**config.mk**
```make
export PLATFORM = sky130hd
export DESIGN_NAME = apb_slave
export DESIGN_NICKNAME = d
export VERILOG_FILES = /design/src/rtl/apb_slave.sv
export SDC_FILE = /design/constraint.sdc
export NUM_CORES = 1
export LEC_CHECK = 0
export ABC_CLOCK_PERIOD_IN_PS = 4150
export BUFFER_PORTS_ARGS = -buffer_cell sky130_fd_sc_hd__buf_2
export CORE_ASPECT_RATIO = 1.5
export CORE_UTILIZATION = 30
export DETAILED_ROUTE_END_ITERATION = 7
export GPL_TIMING_DRIVEN = 0
export HOLD_SLACK_MARGIN = 0.1
export PLACE_DENSITY_LB_ADDON = 0.3
export RECOVER_POWER = 25
export SLEW_MARGIN = 20
export SYNTH_ARGS = -nofsm -noshare
export SYNTH_HDL_FRONTEND = slang
export SYNTH_SLANG_ARGS = --single-unit
```
**constraint.sdc**
```tcl
create_clock -name PCLK -period 4.15 [get_ports PCLK]
set_clock_uncertainty 0.2 [all_clocks]
set_input_delay 0.415 -clock PCLK [delete_from_list [all_inputs] [get_ports PCLK]]
set_output_delay 0.415 -clock PCLK [all_outputs]
set_load 0.02 [all_outputs]
```
**src/rtl/apb_slave.sv**
```systemverilog
// apb_slave: APB completer with 16x32 register bank, configurable wait states and error response
module apb_slave #(
  parameter int WAIT_STATES = 0
) (
  input  logic        PCLK,
  input  logic        PRESETn,
  input  logic        PSEL,
  input  logic        PENABLE,
  input  logic        PWRITE,
  input  logic [31:0] PADDR,
  input  logic [31:0] PWDATA,
  output logic [31:0] PRDATA,
  output logic        PREADY,
  output logic        PSLVERR
);
  typedef enum logic [1:0] {IDLE, SETUP, ACCESS} state_t;
  state_t      state;
  logic [2:0]  cnt;
  logic [31:0] regs [16];
  logic        in_acc, err;
  logic [3:0]  idx;
  // ACCESS is only honoured right after SETUP or a still-waiting ACCESS
  always_comb begin
    in_acc  = PSEL && PENABLE && (state == SETUP || state == ACCESS);
    err     = |PADDR[1:0] || |PADDR[31:6];
    idx     = PADDR[5:2];
    PREADY  = in_acc && cnt == 3'(WAIT_STATES);
    PSLVERR = PREADY && err;
    PRDATA  = (PREADY && !PWRITE && !err) ? regs[idx] : 32'd0;
  end
  always_ff @(posedge PCLK or negedge PRESETn) begin
    if (!PRESETn) begin
      state <= IDLE;
      cnt   <= 3'd0;
      for (int i = 0; i < 16; i++) regs[i] <= 32'd0;
    end else begin
      state <= !PSEL ? IDLE : !PENABLE ? SETUP : (in_acc && !PREADY) ? ACCESS : IDLE;
      cnt   <= (in_acc && !PREADY) ? cnt + 3'd1 : 3'd0;
      if (PREADY && PWRITE && !err) regs[idx] <= PWDATA;
    end
  end
endmodule

```
==> results of run 1 <==
[logic make-up after synthesis]
kind of cell	after synthesis	synth area share (%)
mux	640	38.3
xor+xnor	2	0.103
flops	517	53.2
buf+inv	137	3.38
simple gates	49	2.23
compound gates	96	2.63
fa+ha+maj	2	0.103
[repair_timing]
item                                    4_1_cts  5_1_grt
endpoints found under the hold margin       304        0
hold buffers                                 37        0
gates cloned                                  0        0
endpoints found under the setup margin       23        5
pin swaps                                     0        1
gates resized for setup                       6        0
buffers inserted                              0        3
[metal layers]
metal  up-vias  track usage (%)
met2       294             29.2
li1       5810                -
met3       104             2.58
met1      7454             21.3
met5         -                0
met4         8             5.73
[layout make-up]
cell class | instances | area [sq um]
clock inverters | 20 | 215
multi-input cells | 789 | 10600
plain buffers | 133 | 811
inverters | 4 | 15.0
well taps | 1032 | 1290
fillers | 7761 | 51700
diodes | 1 | 2.50
repair buffers | 148 | 1060
clock buffers | 70 | 1440
flip-flops and latches | 517 | 12900
[per-stage QoR]
step / cells / power [mW] / hold WS, ns / utilization, %
2_1_floorplan: 1443 / 5.32 / -0.0806 / -
3_3_place_gp: 2576 / 5.59 / 0.240 / 32.6
3_5_place_dp: 2583 / 5.62 / 0.0453 / 32.8
4_1_cts: 2710 / 10.4 / 0.228 / 35.4
5_1_grt: 2713 / 10.6 / 0.256 / 35.4
6_report: 2714 / 10.2 / 0.258 / 35.4
[state kept, by name, summed over array words and instances (netlist names)]
signal  cells
cnt         3
regs      512
state       2
[report_power, final]
part,leakage (nW),switching [mW],internal (mW)
Sequential,7.23,0.000392,5.04
Clock,0.824,2.06,2.62
Combinational,5.89,0.357,0.139
Total,13.9,2.41,7.80
[worst paths after layout]
path	start	to	slack (ns)	cells after the start
max	PADDR[1]	PRDATA[17]	0.26	10
min	cnt[0]	cnt[0]	0.26	1
max reg2reg	cnt[0]	regs[322]	0.63	9
min reg2reg	cnt[0]	cnt[0]	0.26	1
max in group asynchronous	PRESETn	regs[151]	0.57	6
min in group asynchronous	PRESETn	regs[291]	0.77	3
[worst max-delay path, cell delays in order]
cell                       delay [ns]
sky130_fd_sc_hd__buf_2           0.10
sky130_fd_sc_hd__nor4_1          0.29
sky130_fd_sc_hd__nand2_1         0.15
sky130_fd_sc_hd__or3_1           0.49
sky130_fd_sc_hd__buf_2           0.28
sky130_fd_sc_hd__or3_1           0.35
sky130_fd_sc_hd__clkbuf_1        0.21
sky130_fd_sc_hd__clkbuf_2        0.36
sky130_fd_sc_hd__a21oi_1         0.38
sky130_fd_sc_hd__buf_2           0.24
[layout by cell type, fill, tap and decap left out, drive strengths merged]
master       count
a21oi           32
inv              5
nand3            2
dlygate4sd3     37
mux2           512
mux4           128
nor2b            5
ha               2
xor2             1
or2              1
nand2            7
diode            1
clkinv          16
clkbuf         139
dfrtp          517
a22oi           64
xnor2            1
and2             4
or3              2
buf            175
nand4            9
nor2             3
bufinv           3
nor4            13
nand4b           3
==> results.toml, run 1 <==
[run_status]
status = "complete, but fails checks"
failing_checks = "capacitance limit, slew limit"

[drt]
drt-total-wl_mm = 67.8
avgViaCountPerCell = 5.04
detail-route-antenna-nets = 0
route.layer.met1.wl_mm = 28.3
routed-wl-met3_mm = 2.52
detail_route.drc_violations = 0
wl_met2_mm = 34.8
drt_iter0_drc = 702
wire_per_inst_microns = 25.0
detailedRoute.firstPassIterationCount = 4
topRoutingLayerUsed = "met5"
via_count = 13700

[timing]
max_freq_mhz = 257
fin_setup_tns_ns = 0
final_hold_viol_count = 0
setup_slack_ns = 0.256
period_needed_ns = 3.89
post-route-period-util_pct = 93.8
tightestPinTransition_ns = 2.53
rsz0062_at_grt = "no"
report.final.slew_viol_count = 94
setup_violations = 0
timing.max_slew.rel_slack_pct = -68.4

[global_routing]
overflow = 0
pin_count_of_the_biggest_net_entering_global_routing = 101
grt_pass1_wl_mm = 102
first_global_vias = 15300
gr-usage-all-layers_pct = 16.9
antenna_found_initial = 6

[synthesis]
synth-seq-area-share_pct = 53.2
number_of_flops_mapped_to_enable_cells_by_yosys = 0
synth_top_cells_by_area = "sky130_fd_sc_hd__dfrtp_1 53%, sky130_fd_sc_hd__mux2_2 15%, sky130_fd_sc_hd__mux4_2 12%"
synth_top_cells_by_count = "517 x sky130_fd_sc_hd__dfrtp_1, 321 x sky130_fd_sc_hd__mux2_2, 180 x sky130_fd_sc_hd__mux2_4"
yosysMostFrequentCell = "sky130_fd_sc_hd__dfrtp_1"
ys_warn_count = 0
synth_area_sq_um = 24300
post-synth-top-area-fraction_pct = 53.2
async_flop_share_pct = 100
synth_area_leader_cell = "sky130_fd_sc_hd__dfrtp_1"
ys.flop_type = "sky130_fd_sc_hd__dfrtp_1"
synth.distinct_cells = 28
post_synth_inst_count = 1443
syn_nets = 1514
ys_ff_latch = 517
avgSynthCellArea_sq_um = 16.9

[layout]
share_of_cells_above_drive_strength_1_pct = 53.8
area_growth_syn_to_layout_pct = 16.6
finalInstanceArea_sq_um = 28300
number_of_nets_in_the_layout = 1715

[hold_path]
min_delay_worst_type = "reg -> reg"

[critical_path]
timing.critical_path.fanout_max = 10
worst_ep_arrival_time_ns = 3.28
timing_worst_setup_path_type = "in -> out"
required_ns = 3.53
worstSetupStartpointType = "input pin"
critPathCaptureType = "primary output"

[clock_tree]
clkLatencyLatePin_ns = 0.58
htree_num_levels = 2
number_of_cts_inserted_buffers = 51
cts.root.buffer_cell = "sky130_fd_sc_hd__clkbuf_16"
cts.path.max_buffers = 3
clock_tree_from_tritoncts = "yes"
clkSlewWorstSetupHoldPaths_ns = 0.05
tritoncts_num_sinks = 517

[floorplan]
chipWidth_microns = 234
boundaryPins = 103
placement_rows = 127
design.die.area_sq_um = 82200
initial_core_util_pct = 30.4
coreArea_sq_um = 80100
die_h_microns = 351

[placement]
place_area_sq_um = 26300
dpl.hpwl_mm = 43.8
io_buffer_count = 101
gp_congestion = 0.758
dp_slack_ns = 0.0348

[power]
powerDensity_nw_per_um2 = 360
p_leak_nw = 13.9
ir_worst_vdd_v = 0.000259

[run]
max_cap_violations = 1
Power figures use the tool's default switching activity.
==> run 2: changes to the inputs <==
--- a/config.mk
+++ b/config.mk
@@ -5,7 +5,7 @@
 export SDC_FILE = /design/constraint.sdc
 export NUM_CORES = 1
 export LEC_CHECK = 0
-export ABC_CLOCK_PERIOD_IN_PS = 4150
+export ABC_CLOCK_PERIOD_IN_PS = 4100
 export BUFFER_PORTS_ARGS = -buffer_cell sky130_fd_sc_hd__buf_2
 export CORE_ASPECT_RATIO = 1.5
 export CORE_UTILIZATION = 30
==> constraint.sdc (replaced) <==
create_clock -name PCLK -period 4.1 [get_ports PCLK]
set_clock_uncertainty 0.2 [all_clocks]
set_input_delay 0.41 -clock PCLK [delete_from_list [all_inputs] [get_ports PCLK]]
set_output_delay 0.41 -clock PCLK [all_outputs]
set_load 0.02 [all_outputs]
==> run 2 against run 1 <==
Net effect: via count grew 0.39%; die area unchanged; sequential share of layout area is essentially flat; hold slack worse by 0.0012 ns; non-clock buffer count decreased by 2; global-route usage about the same; flip-flop and latch count stayed put; critical path depth unchanged; sequential power up 1%; power rose by 1.2%; the flow still finishes with violations (capacitance limit, slew limit); register-to-register slack lost 0.08 ns; routed wire length up 0.14%.
==> results.toml, run 2 (synthesis results as in run 1) <==
[power]
combinationalPowerShare_pct = 4.9
p_seq_share_pct = 49.4
powerDensity_nw_per_um2 = 365
switching_share_pct = 23.6
ir_worst_vdd_v = 0.000262
share_clk_of_total_power_pct = 45.8
power_mw = 10.3
p_sw_mw = 2.44
p_leak_nw = 13.9
p_int_mw = 7.89

[critical_path]
regToRegEndpoint = "regs[322]"
timing.critical_path.slowest_stage_cell = "sky130_fd_sc_hd__or3_1"
critical_path_cell_by_cell = "buf_2, nor4_1, nand2_1, or3_1, buf_2, or3_1, clkbuf_1, clkbuf_2, a21oi_1, buf_2"
timing.critical_path.fanout_max = 10
slowest_delay_ns = 0.50
crit_top_cell = "sky130_fd_sc_hd__buf_2"
critPathCaptureType = "primary output"
required_ns = 3.49
critical_path_source = "PADDR[1]"
worst_ep_arrival_time_ns = 3.29
endpoint = "PRDATA[17]"
worstSetupStartpointType = "input pin"
reg2reg_setup_slack_ns = 0.55
timing_worst_setup_path_type = "in -> out"
ff2ff_path_depth = 9
worst_r2r_startpoint = "cnt[0]"

[timing]
rsz0062_at_grt = "no"
timing.max_slew.rel_slack_pct = -69.3
fin_setup_tns_ns = 0
post-route-period-util_pct = 95.0
setup_violations = 0
max_freq_mhz = 257
final_hold_viol_count = 0
tightestPinTransition_ns = 2.54
report.final.slew_viol_count = 94
period_needed_ns = 3.90
hold_ws_ns = 0.257

[drt]
drt-total-wl_mm = 67.9
detail_route.drc_violations = 0
detail-route-antenna-nets = 0
drt_iter0_drc = 706
wire_per_inst_microns = 25.0
detailedRoute.firstPassIterationCount = 5
avgViaCountPerCell = 5.06
via_count = 13700

[clock_tree]
clkLatencyLatePin_ns = 0.59
clock_tree_from_tritoncts = "yes"
clkSlewWorstSetupHoldPaths_ns = 0.07
number_of_cts_inserted_buffers = 51
cts.root.buffer_cell = "sky130_fd_sc_hd__clkbuf_16"
tritoncts_num_sinks = 517
htree_num_levels = 2
cts.path.max_buffers = 3

[floorplan]
coreArea_sq_um = 80100
placement_rows = 127
boundaryPins = 103
initial_core_util_pct = 30.4
die_h_microns = 351
chipWidth_microns = 234
design.die.area_sq_um = 82200

[run_status]
failing_checks = "capacitance limit, slew limit"
status = "complete, but fails checks"

[placement]
io_buffer_count = 101
gp_congestion = 0.758
placedCellCount = 2583
dpl.hpwl_mm = 43.8

[run]
max_cap_violations = 1

[layout]
final_core_util_pct = 35.4
layout.cells.most_common_list = "517 x sky130_fd_sc_hd__dfrtp_1, 321 x sky130_fd_sc_hd__mux2_2, 180 x sky130_fd_sc_hd__mux2_4"
registers.top_by_ff_count = "regs"
non_filler_cells_in_the_finished_layout = 2711
largest_reg_flops = 512
num-fill-cells = 7760
top_regs = "regs (512), cnt (3), state (2)"
area_growth_syn_to_layout_pct = 16.5
layout_commonest_cell = "sky130_fd_sc_hd__dfrtp_1"
share_of_cells_above_drive_strength_1_pct = 53.7
insertedDiodeCount = 0
number_of_nets_in_the_layout = 1713

[global_routing]
grt_pass1_wl_mm = 102
gr-usage-all-layers_pct = 16.9
pin_count_of_the_biggest_net_entering_global_routing = 101
first_global_vias = 15300
overflow = 0
antenna_found_initial = 6

[hold_path]
holdPathStages = 3
min_delay_worst_type = "in -> reg"
-- run 2: changes by cell type in the layout (fill, tap and decap cells not counted), sizes merged --
cell / delta
diode: -1
buf: -2
-- run 2: area by class of cell --
cell class / count / area (sq um) / share of cell area [%]
timing repair buffer: 146 / 1050 / 3.69
multi-input combinational: 789 / 10600 / 37.3
clock inverter: 20 / 215 / 0.760
tap: 1032 / 1290 / 4.56
clock buffer: 70 / 1440 / 5.08
buffer: 133 / 811 / 2.86
sequential: 517 / 12900 / 45.7
inverter: 4 / 15.0 / 0.0530
-- run 2: metrics by stage --
stage	setup slack, ns	area [sq um]
CTS	0.254	28300
floorplan	1.15	24300
global route	0.0870	28300
finish	0.203	28300
global placement	-7.87	26100
detailed placement	-0.00516	26300
-- run 2: power by group through the flow --
stage | Combinational [mW] | Clock [mW] | Sequential (mW)
finish | 0.502 | 4.73 | 5.10
detailed placement | 0.489 | 0 | 5.20
CTS | 0.520 | 4.87 | 5.10
global route | 0.550 | 5.06 | 5.10
floorplan | 0.183 | 0 | 5.20
global placement | 0.454 | 0 | 5.20
-- run 2: metal layers --
metal	routed length, microns	GRT usage (%)	up-vias	part of all wire [%]
li1	-	-	5808	-
met1	28300	21.4	7488	42
met2	34900	29.2	309	51
met3	2490	2.58	108	3.7
met4	2090	5.73	10	3.1
met5	72	0	-	0.11
-- run 2: worst min-delay path by stage --
stage	start	slack (ns)	to
after floorplan	PRESETn	-0.09	cnt[0]
after global placement	cnt[0]	0.24	cnt[0]
after detailed placement	PRESETn	0.04	regs[259]
after CTS	PADDR[2]	0.22	regs[63]
after global routing	PADDR[2]	0.25	regs[63]
final	PADDR[2]	0.26	regs[511]
-- run 2: repair_timing --
action                     4_1_cts  5_1_grt
setup endpoints to repair       30        0
hold buffers                    37        0
resized for setup                6        0
buffers inserted                 1        0
hold endpoints to repair       304        0
-- run 2: worst max-delay path: cells and delay by family --
kind / cells / cell delay (ns)
AO/OA/AOI/OAI: 1 / 0.39
AND/OR/NAND/NOR: 4 / 1.28
buffers and inverters: 5 / 1.20
==> run 3: changes to the inputs <==
--- a/config.mk
+++ b/config.mk
@@ -9,6 +9,7 @@
 export BUFFER_PORTS_ARGS = -buffer_cell sky130_fd_sc_hd__buf_2
 export CORE_ASPECT_RATIO = 1.5
 export CORE_UTILIZATION = 30
+export CTS_BUF_LIST = sky130_fd_sc_hd__clkbuf_16
 export DETAILED_ROUTE_END_ITERATION = 7
 export GPL_TIMING_DRIVEN = 0
 export HOLD_SLACK_MARGIN = 0.1
==> run 3 against run 2 <==
Net effect: the run still ends with capacitance limit, slew limit left; maximum frequency increased by 0.44%; first-iteration DRC count rose by 2.1%; clock power is 3% lower.
==> results.toml, run 3 (synthesis results as in run 1) <==
[critical_path]
worstSetupStartpointType = "input pin"
worst_ep_arrival_time_ns = 3.27
regToRegEndpoint = "regs[322]"
timing.critical_path.fanout_max = 10
critPathCaptureType = "primary output"
worst_r2r_startpoint = "cnt[0]"
timing_worst_setup_path_type = "in -> out"
reg2reg_setup_slack_ns = 0.55
ff2ff_path_depth = 9
required_ns = 3.49

[global_routing]
grt_pass1_wl_mm = 102
overflow = 0
antenna_found_initial = 6
first_global_vias = 15300
pin_count_of_the_biggest_net_entering_global_routing = 101
gr-usage-all-layers_pct = 16.9

[layout]
num-fill-cells = 7772
insertedDiodeCount = 0
top_regs = "regs (512), cnt (3), state (2)"
share_of_cells_above_drive_strength_1_pct = 53.3
finalInstanceArea_sq_um = 28300
non_filler_cells_in_the_finished_layout = 2711
layout.cells.most_common_list = "517 x sky130_fd_sc_hd__dfrtp_1, 321 x sky130_fd_sc_hd__mux2_2, 180 x sky130_fd_sc_hd__mux2_4"
registers.top_by_ff_count = "regs"
largest_reg_flops = 512
number_of_nets_in_the_layout = 1713
area_growth_syn_to_layout_pct = 16.2
layout_commonest_cell = "sky130_fd_sc_hd__dfrtp_1"

[drt]
detail-route-antenna-nets = 0
avgViaCountPerCell = 5.05
route.layer.met1.wl_mm = 28.4
detail_route.drc_violations = 0
detailedRoute.firstPassIterationCount = 4
drt-total-wl_mm = 67.9
wire_per_inst_microns = 25.0
drt_iter0_drc = 721
routed-wl-met3_mm = 2.36
topRoutingLayerUsed = "met5"
via_count = 13700
wl_met2_mm = 34.9

[timing]
post-route-period-util_pct = 94.6
final_hold_viol_count = 0
report.final.slew_viol_count = 94
timing.max_slew.rel_slack_pct = -69.4
max_freq_mhz = 258
hold_ws_ns = 0.255
period_needed_ns = 3.88
rsz0062_at_grt = "no"
tightestPinTransition_ns = 2.54
setup_violations = 0

[clock_tree]
clkSlewWorstSetupHoldPaths_ns = 0.06
cts.path.max_buffers = 3
htree_num_levels = 2
number_of_cts_inserted_buffers = 51
clkLatencyLatePin_ns = 0.59
cts.root.buffer_cell = "sky130_fd_sc_hd__clkbuf_16"
clock_tree_from_tritoncts = "yes"
tritoncts_num_sinks = 517

[floorplan]
boundaryPins = 103
placement_rows = 127
design.die.area_sq_um = 82200
die_h_microns = 351
initial_core_util_pct = 30.4
chipWidth_microns = 234
coreArea_sq_um = 80100

[placement]
io_buffer_count = 101
dpl.hpwl_mm = 43.8
placedCellCount = 2583
place_area_sq_um = 26300
gp_congestion = 0.758

[run_status]
failing_checks = "capacitance limit, slew limit"
status = "complete, but fails checks"

[hold_path]
min_delay_worst_type = "in -> reg"
min_from = "PADDR[2]"
holdPathStages = 3
worst_hold_path.endpoint = "regs[63]"

[power]
powerDensity_nw_per_um2 = 360
ir_worst_vdd_v = 0.000262
p_leak_nw = 13.9
power_mw = 10.2

[run]
max_cap_violations = 1
[run 3: cell count changes in the layout (fill, tap and decap cells not counted)]
cell                       change
sky130_fd_sc_hd__clkinv_1      +7
sky130_fd_sc_hd__inv_1        +11
sky130_fd_sc_hd__clkbuf_1     -11
sky130_fd_sc_hd__clkbuf_8      -7
[run 3: worst max-delay path: stages]
cell and delay, ns:
sky130_fd_sc_hd__buf_2 0.10, sky130_fd_sc_hd__nor4_1 0.29, sky130_fd_sc_hd__nand2_1 0.15, sky130_fd_sc_hd__or3_1 0.49
sky130_fd_sc_hd__buf_2 0.29, sky130_fd_sc_hd__or3_1 0.34, sky130_fd_sc_hd__clkbuf_1 0.20, sky130_fd_sc_hd__clkbuf_2 0.36
sky130_fd_sc_hd__a21oi_1 0.38, sky130_fd_sc_hd__buf_2 0.24
[run 3: what timing repair did]
action	CTS	global route
endpoints found under the setup margin	30	0
hold buffers	37	0
gates resized for setup	6	0
setup buffers	1	0
hold endpoints to repair	304	0
[run 3: how the worst max path moves through the flow]
| stage | startpoint | endpoint | slack, ns | depth (start not counted) |
|---|---|---|---|---|
| final | PADDR[1] | PRDATA[17] | 0.22 | 10 |
| after global routing | PRESETn | regs[504] | 0.09 | 6 |
| after CTS | PADDR[1] | PRDATA[30] | 0.25 | 10 |
| after detailed placement | PADDR[1] | PRDATA[5] | -0.005 | 10 |
| after global placement | PRESETn | regs[312] | -7.87 | 1 |
| after floorplan | PADDR[1] | PRDATA[10] | 1.15 | 8 |
[run 3: cell type report]
type	count	area, sq um	area share (%)
Inverter	4	15.0	0.0531
Sequential cell	517	12900	45.8
Tap cell	1032	1290	4.57
Multi-Input combinational cell	789	10600	37.4
Clock inverter	38	283	1.00
Buffer	133	811	2.87
Clock buffer	52	1300	4.61
Timing Repair Buffer	146	1050	3.70
[run 3: per-layer routing]
metal	GRT usage, %	up-vias
met2	29.2	285
li1	-	5806
met3	2.58	112
met4	5.74	10
met1	21.4	7488
met5	0	-
[run 3: metrics by stage]
| step | setup TNS (ns) | setup slack, ns | utilization [%] |
|---|---|---|---|
| 2_1_floorplan | 0 | 1.15 | - |
| 3_3_place_gp | -4012.84 | -7.87 | 32.6 |
| 3_5_place_dp | -0.00516 | -0.00516 | 32.8 |
| 4_1_cts | 0 | 0.254 | 35.3 |
| 5_1_grt | 0 | 0.0869 | 35.3 |
| 6_report | 0 | 0.220 | 35.3 |
[run 3: power breakdown]
part	switching [mW]	internal, mW
Clock	2.08	2.49
Combinational	0.361	0.140
Sequential	0.000396	5.10
